===== src/rtl/pipe_pkg.sv =====
`default_nettype none
// +--------------------------------------------------------------------+
// | pipe_pkg: shared types, default widths and helpers for the skid    |
// | buffered pipeline stage.   Revision: 1.0                           |
// +--------------------------------------------------------------------+
package pipe_pkg;

  typedef enum logic [1:0] {
    ST_EMPTY = 2'd0,
    ST_ONE   = 2'd1,
    ST_TWO   = 2'd2
  } state_e;

  localparam int DEF_DATA_W = 160;
  localparam int DEF_TNEW_W = 3;

  // Decrement that stops at zero; callers narrow the result to their width.
  function automatic logic [31:0] sat_dec(input logic [31:0] v);
    return (v == 32'd0) ? 32'd0 : v - 32'd1;
  endfunction

endpackage
`default_nettype wire


===== src/rtl/sat_counter16.sv =====
`default_nettype none
// +--------------------------------------------------------------------+
// | sat_counter16: 16-bit up counter that sticks at 0xFFFF.            |
// | Revision: 1.0                                                      |
// +--------------------------------------------------------------------+
module sat_counter16 (
  input  logic        clk,
  input  logic        reset,
  input  logic        inc_i,
  output logic [15:0] count_o
);

  logic [15:0] count_q;
  logic [15:0] count_d;

  always_comb begin
    count_d = count_q;
    if (inc_i && (count_q != 16'hFFFF)) begin
      count_d = count_q + 16'd1;
    end
  end

  always_ff @(posedge clk or posedge reset) begin
    if (reset) begin
      count_q <= 16'd0;
    end else begin
      count_q <= count_d;
    end
  end

  assign count_o = count_q;

endmodule
`default_nettype wire


===== src/rtl/pipe_stage_skid.sv =====
`default_nettype none
// +--------------------------------------------------------------------+
// | pipe_stage_skid: two-entry (main + skid) pipeline register with    |
// | Tnew decrement, flush and starvation counter.   Revision: 1.0      |
// +--------------------------------------------------------------------+
module pipe_stage_skid
  import pipe_pkg::*;
#(
  parameter int DATA_W   = DEF_DATA_W,
  parameter int TNEW_W   = DEF_TNEW_W,
  parameter int DEC_TNEW = 1
) (
  input  logic              clk,
  input  logic              reset,
  input  logic              clear,
  input  logic              in_valid,
  output logic              in_ready,
  input  logic [DATA_W-1:0] in_data,
  input  logic [TNEW_W-1:0] in_tnew,
  output logic              out_valid,
  input  logic              out_ready,
  output logic [DATA_W-1:0] out_data,
  output logic [TNEW_W-1:0] out_tnew,
  output logic [15:0]       bubble_cnt
);

  state_e              state_q, state_d;
  logic [DATA_W-1:0]   main_data_q, main_data_d;
  logic [DATA_W-1:0]   skid_data_q, skid_data_d;
  logic [TNEW_W-1:0]   main_tnew_q, main_tnew_d;
  logic [TNEW_W-1:0]   skid_tnew_q, skid_tnew_d;
  logic [TNEW_W-1:0]   w_cap_tnew;
  logic                w_in_fire;
  logic                w_out_fire;

  generate
    if (DEC_TNEW != 0) begin : g_dec_tnew
      assign w_cap_tnew = TNEW_W'(sat_dec(32'(in_tnew)));
    end else begin : g_pass_tnew
      assign w_cap_tnew = in_tnew;
    end
  endgenerate

  assign in_ready   = (state_q != ST_TWO);
  assign out_valid  = (state_q != ST_EMPTY);
  assign w_in_fire  = in_valid & in_ready;
  assign w_out_fire = out_valid & out_ready;

  always_comb begin
    state_d     = state_q;
    main_data_d = main_data_q;
    skid_data_d = skid_data_q;
    main_tnew_d = main_tnew_q;
    skid_tnew_d = skid_tnew_q;
    if (clear) begin
      state_d     = ST_EMPTY;
      main_data_d = '0;
      skid_data_d = '0;
      main_tnew_d = '0;
      skid_tnew_d = '0;
    end else begin
      case (state_q)
        ST_EMPTY: begin
          if (w_in_fire) begin
            main_data_d = in_data;
            main_tnew_d = w_cap_tnew;
            state_d     = ST_ONE;
          end
        end
        ST_ONE: begin
          if (w_in_fire && w_out_fire) begin
            main_data_d = in_data;
            main_tnew_d = w_cap_tnew;
          end else if (w_in_fire) begin
            skid_data_d = in_data;
            skid_tnew_d = w_cap_tnew;
            state_d     = ST_TWO;
          end else if (w_out_fire) begin
            state_d     = ST_EMPTY;
          end
        end
        ST_TWO: begin
          // Skid Tnew was already decremented at capture; move it as-is.
          if (w_out_fire) begin
            main_data_d = skid_data_q;
            main_tnew_d = skid_tnew_q;
            state_d     = ST_ONE;
          end
        end
        default: begin
          state_d = ST_EMPTY;
        end
      endcase
    end
  end

  always_ff @(posedge clk or posedge reset) begin
    if (reset) begin
      state_q     <= ST_EMPTY;
      main_data_q <= '0;
      skid_data_q <= '0;
      main_tnew_q <= '0;
      skid_tnew_q <= '0;
    end else begin
      state_q     <= state_d;
      main_data_q <= main_data_d;
      skid_data_q <= skid_data_d;
      main_tnew_q <= main_tnew_d;
      skid_tnew_q <= skid_tnew_d;
    end
  end

  assign out_data = out_valid ? main_data_q : '0;
  assign out_tnew = out_valid ? main_tnew_q : '0;

  sat_counter16 u_bubble_cnt (
    .clk     (clk),
    .reset   (reset),
    .inc_i   (out_ready & ~out_valid),
    .count_o (bubble_cnt)
  );

endmodule
`default_nettype wire


===== config.mk =====
export PLATFORM = sky130hd
export DESIGN_NAME = pipe_stage_skid
export DESIGN_NICKNAME = d
export VERILOG_FILES = /design/src/rtl/pipe_pkg.sv /design/src/rtl/sat_counter16.sv /design/src/rtl/pipe_stage_skid.sv
export SDC_FILE = /design/constraint.sdc
export NUM_CORES = 1
export LEC_CHECK = 0
export ABC_AREA = 0
export CAP_MARGIN = 20
export CELL_PAD_IN_SITES_DETAIL_PLACEMENT = 0
export CELL_PAD_IN_SITES_GLOBAL_PLACEMENT = 1
export CORE_UTILIZATION = 44
export DETAILED_ROUTE_END_ITERATION = 8
export GPL_TIMING_DRIVEN = 1
export PLACE_DENSITY_LB_ADDON = 0.1
export SLEW_MARGIN = 15
export SYNTH_ARGS = -nofsm -noshare
export SYNTH_HDL_FRONTEND = slang
export SYNTH_HIERARCHICAL = 1
export SYNTH_SLANG_ARGS = --single-unit

===== constraint.sdc =====
create_clock -name clk -period 15.4 [get_ports clk]
set_input_delay 1.54 -clock clk [delete_from_list [all_inputs] [get_ports clk]]
set_output_delay 1.54 -clock clk [all_outputs]
set_load 0.01 [all_outputs]

==> flow_summary.ini <==
[setup_path]
crit_family = buffers and inverters
cp.buffers_inverters = 4
criticalPathCategory = flip-flop to output port
path_cells = inv_1, ha_4, buf_4, inv_1, clkdlybuf4s50_1
timing.critical_path.mode_cell = inv_1
end_kind = output port
slowest_stage = buf_4
startpoint_type = flip-flop
critPathArrivalTime_ps = 3730
required_ps = 13860
cp_max_fo = 92
slowest_delay_ps = 920

[grt]
track_usage_pct = 22.7
antenna_found_initial = 5
grt_max_degree = 175
grt_first_pass_wirelength_um = 64600
grt-ovfl-total = 0
grt_pass1_vias = 11200

[floorplan]
die_h_um = 189
rows = 68
coreArea_um2 = 34500
ioPinCount = 349
die-area_um2 = 35800
initial_core_util_pct = 44.6
dieWidth_um = 189

[clock_network]
worstSkewPairLatency_ps = 510
cts_resized = 0
tritoncts = done
htree_levels = 2
ctsHoldBuffers = 0
path_clk_slew_ps = 60
cts_buffers = 39
postCtsSetupBuffers = 0
clock-sinks = 344
cts_root_buffer = clkbuf_16
cts_buffer_depth = 3

[timing]
worst_pin_slew_ps = 1070
fin_worst_skew_ps = 14.8
setup_violations = 0
rsz0062_at_grt = false
tns_ps = 0
fin_ws_ps = 10130
fmax_mhz = 190
period_share_pct = 34.2
max_slew_margin_pct = 28.5
final_max_slew_viol_count = 0
period_needed_ps = 5270
final-hold-violation-count = 0

[final_layout]
layout.nets = 1676
final_cell_mix = clkdlybuf4s50_1 (348), dfrtp_1 (344), nor2b_1 (164)
finish.utilization_pct = 58.9
final_common_cell = clkdlybuf4s50_1
drive_above_1_share_pct = 5.98
syn2layout_area_growth_pct = 31.9

[yosys]
syn_area_per_cell_um2 = 12.8
syn-cell-area_um2 = 15400
syn_inst = 1203
postSynth.asyncResetShare_pct = 100
syn_nets = 1379
ys_ff_latch = 344
synth_edf_count = 0
synth-main-ff-cell = dfrtp_1
synth-seq-area-share_pct = 55.9
synth_warnings = 6
synth_cell_types = 43

[detailed_routing]
routed_wl_um = 41100
dr.pass1.iters = 4
drc = 0
wl_per_cell_um = 20.7
vias = 11000
vias_per_cell = 5.54
drt_iter0_drc = 537
drtAntennaViolNets = 0

[place]
post-place-ws_ps = 10240
io_buffers = 348
dp_hpwl_um = 23800
gp_congestion = 0.760

[run]
maxCapViolCount = 0

[pwr]
ir_drop_uv = 89.7
power_uw = 2880
power.leakage_uw = 0.00834
power_density_nw_per_um2 = 142

[outcome]
status = finished, final reports clean

[worst_hold_path]
hold_class = flip-flop to flip-flop
## metrics by stage
stage               instances  hold WS (ps)  instance area (um^2)
global route             1981           488                 20300
finish                   1982           478                 20300
CTS                      1976           483                 20300
global placement         1913           463                 19100
detailed placement       1913           466                 19100
floorplan                1203           449                 15400
## registers in the layout (all words and copies together) (netlist names)
name                  count
u_bubble_cnt/count_o     16
skid_tnew_q               3
skid_data_q             160
state_q                   2
main_data_q             160
main_tnew_q               3
## synth_stat cells, types with 2 or more instances
cell type / n / area, um^2
a21oi_1: 5 / 25.0
a22o_1: 163 / 1430
and2_1: 2 / 12.5
and3_1: 4 / 25.0
and4_1: 3 / 26.3
buf_1: 4 / 15.0
buf_2: 37 / 185
buf_4: 12 / 90.1
buf_6: 8 / 90.1
clkbuf_1: 46 / 173
dfrtp_1: 344 / 8610
ha_1: 8 / 100
inv_1: 11 / 41.3
mux2_2: 5 / 56.3
mux2i_1: 162 / 1620
nand2_1: 9 / 33.8
nand2b_1: 2 / 12.5
nand3_1: 7 / 35.0
nand4_1: 5 / 31.3
nor2_1: 8 / 30.0
nor2b_1: 164 / 1030
nor3_1: 2 / 10.0
o21a_1: 2 / 15.0
o2bb2ai_1: 161 / 1410
xnor2_1: 11 / 96.3
## cell families (layout without fill, tap and decap cells)
group | count (synthesis) | count (layout) | share of synthesized area [%]
other cells | 0 | 5 | 0
xor+xnor | 11 | 11 | 0.625
simple gates | 217 | 217 | 9.00
buf+inv | 118 | 437 | 3.86
flops | 344 | 344 | 55.9
fa+ha+maj | 8 | 8 | 0.650
mux | 167 | 167 | 10.9
compound gates | 338 | 338 | 19.1
## worst reg2reg max path, stage by stage (launching register included)
cell and delay [ps]:
dfrtp_1 410, inv_1 210, ha_4 800, buf_4 920, nand4bb_4 360, a31oi_4 130, nand3_4 760, buf_4 960
o2bb2ai_1 240
## metal layers
layer / routed length, um / vias to the layer above / track usage [%]
met5: 13 / - / 0
met4: 912 / 2 / 6.51
met3: 2620 / 56 / 5.38
met2: 18100 / 306 / 33.1
met1: 19500 / 5567 / 33.5
li1: - / 5052 / -
## area by class of cell
type                       instances  area [um^2]
sequential                       344         8610
antenna                            5         12.5
inverter                          11         48.8
multi-input combinational        741         6250
clock buffer                      55         1100
timing repair buffer             363         3630
fill                            2899        14200
clock inverter                     8          121
tap                              455          569
## worst paths after layout
| kind | start | end | slack, ps | cells past startpoint |
|---|---|---|---|---|
| min in group asynchronous | reset | skid_data_q[73]$_DFFE_PP0P_ | 1520 | 2 |
| worst max-delay path | state_q[0]$_DFFE_PP0P_ | out_valid | 10130 | 5 |
| worst max register to register | state_q[0]$_DFFE_PP0P_ | main_data_q[151]$_DFFE_PP0P_ | 10450 | 8 |
| max in group asynchronous | reset | skid_data_q[40]$_DFFE_PP0P_ | 11760 | 4 |
| worst min-delay path | main_data_q[24]$_DFFE_PP0P_ | main_data_q[24]$_DFFE_PP0P_ | 480 | 1 |
| worst min register to register | main_data_q[24]$_DFFE_PP0P_ | main_data_q[24]$_DFFE_PP0P_ | 480 | 1 |
## where the power goes
part / internal, uW / total, uW / switching [uW]
sequential: 1080 / 1180 / 103
clock: 542 / 899 / 357
combinational: 379 / 800 / 421
total: 2000 / 2880 / 880
(Power assumes the default switching activity.)
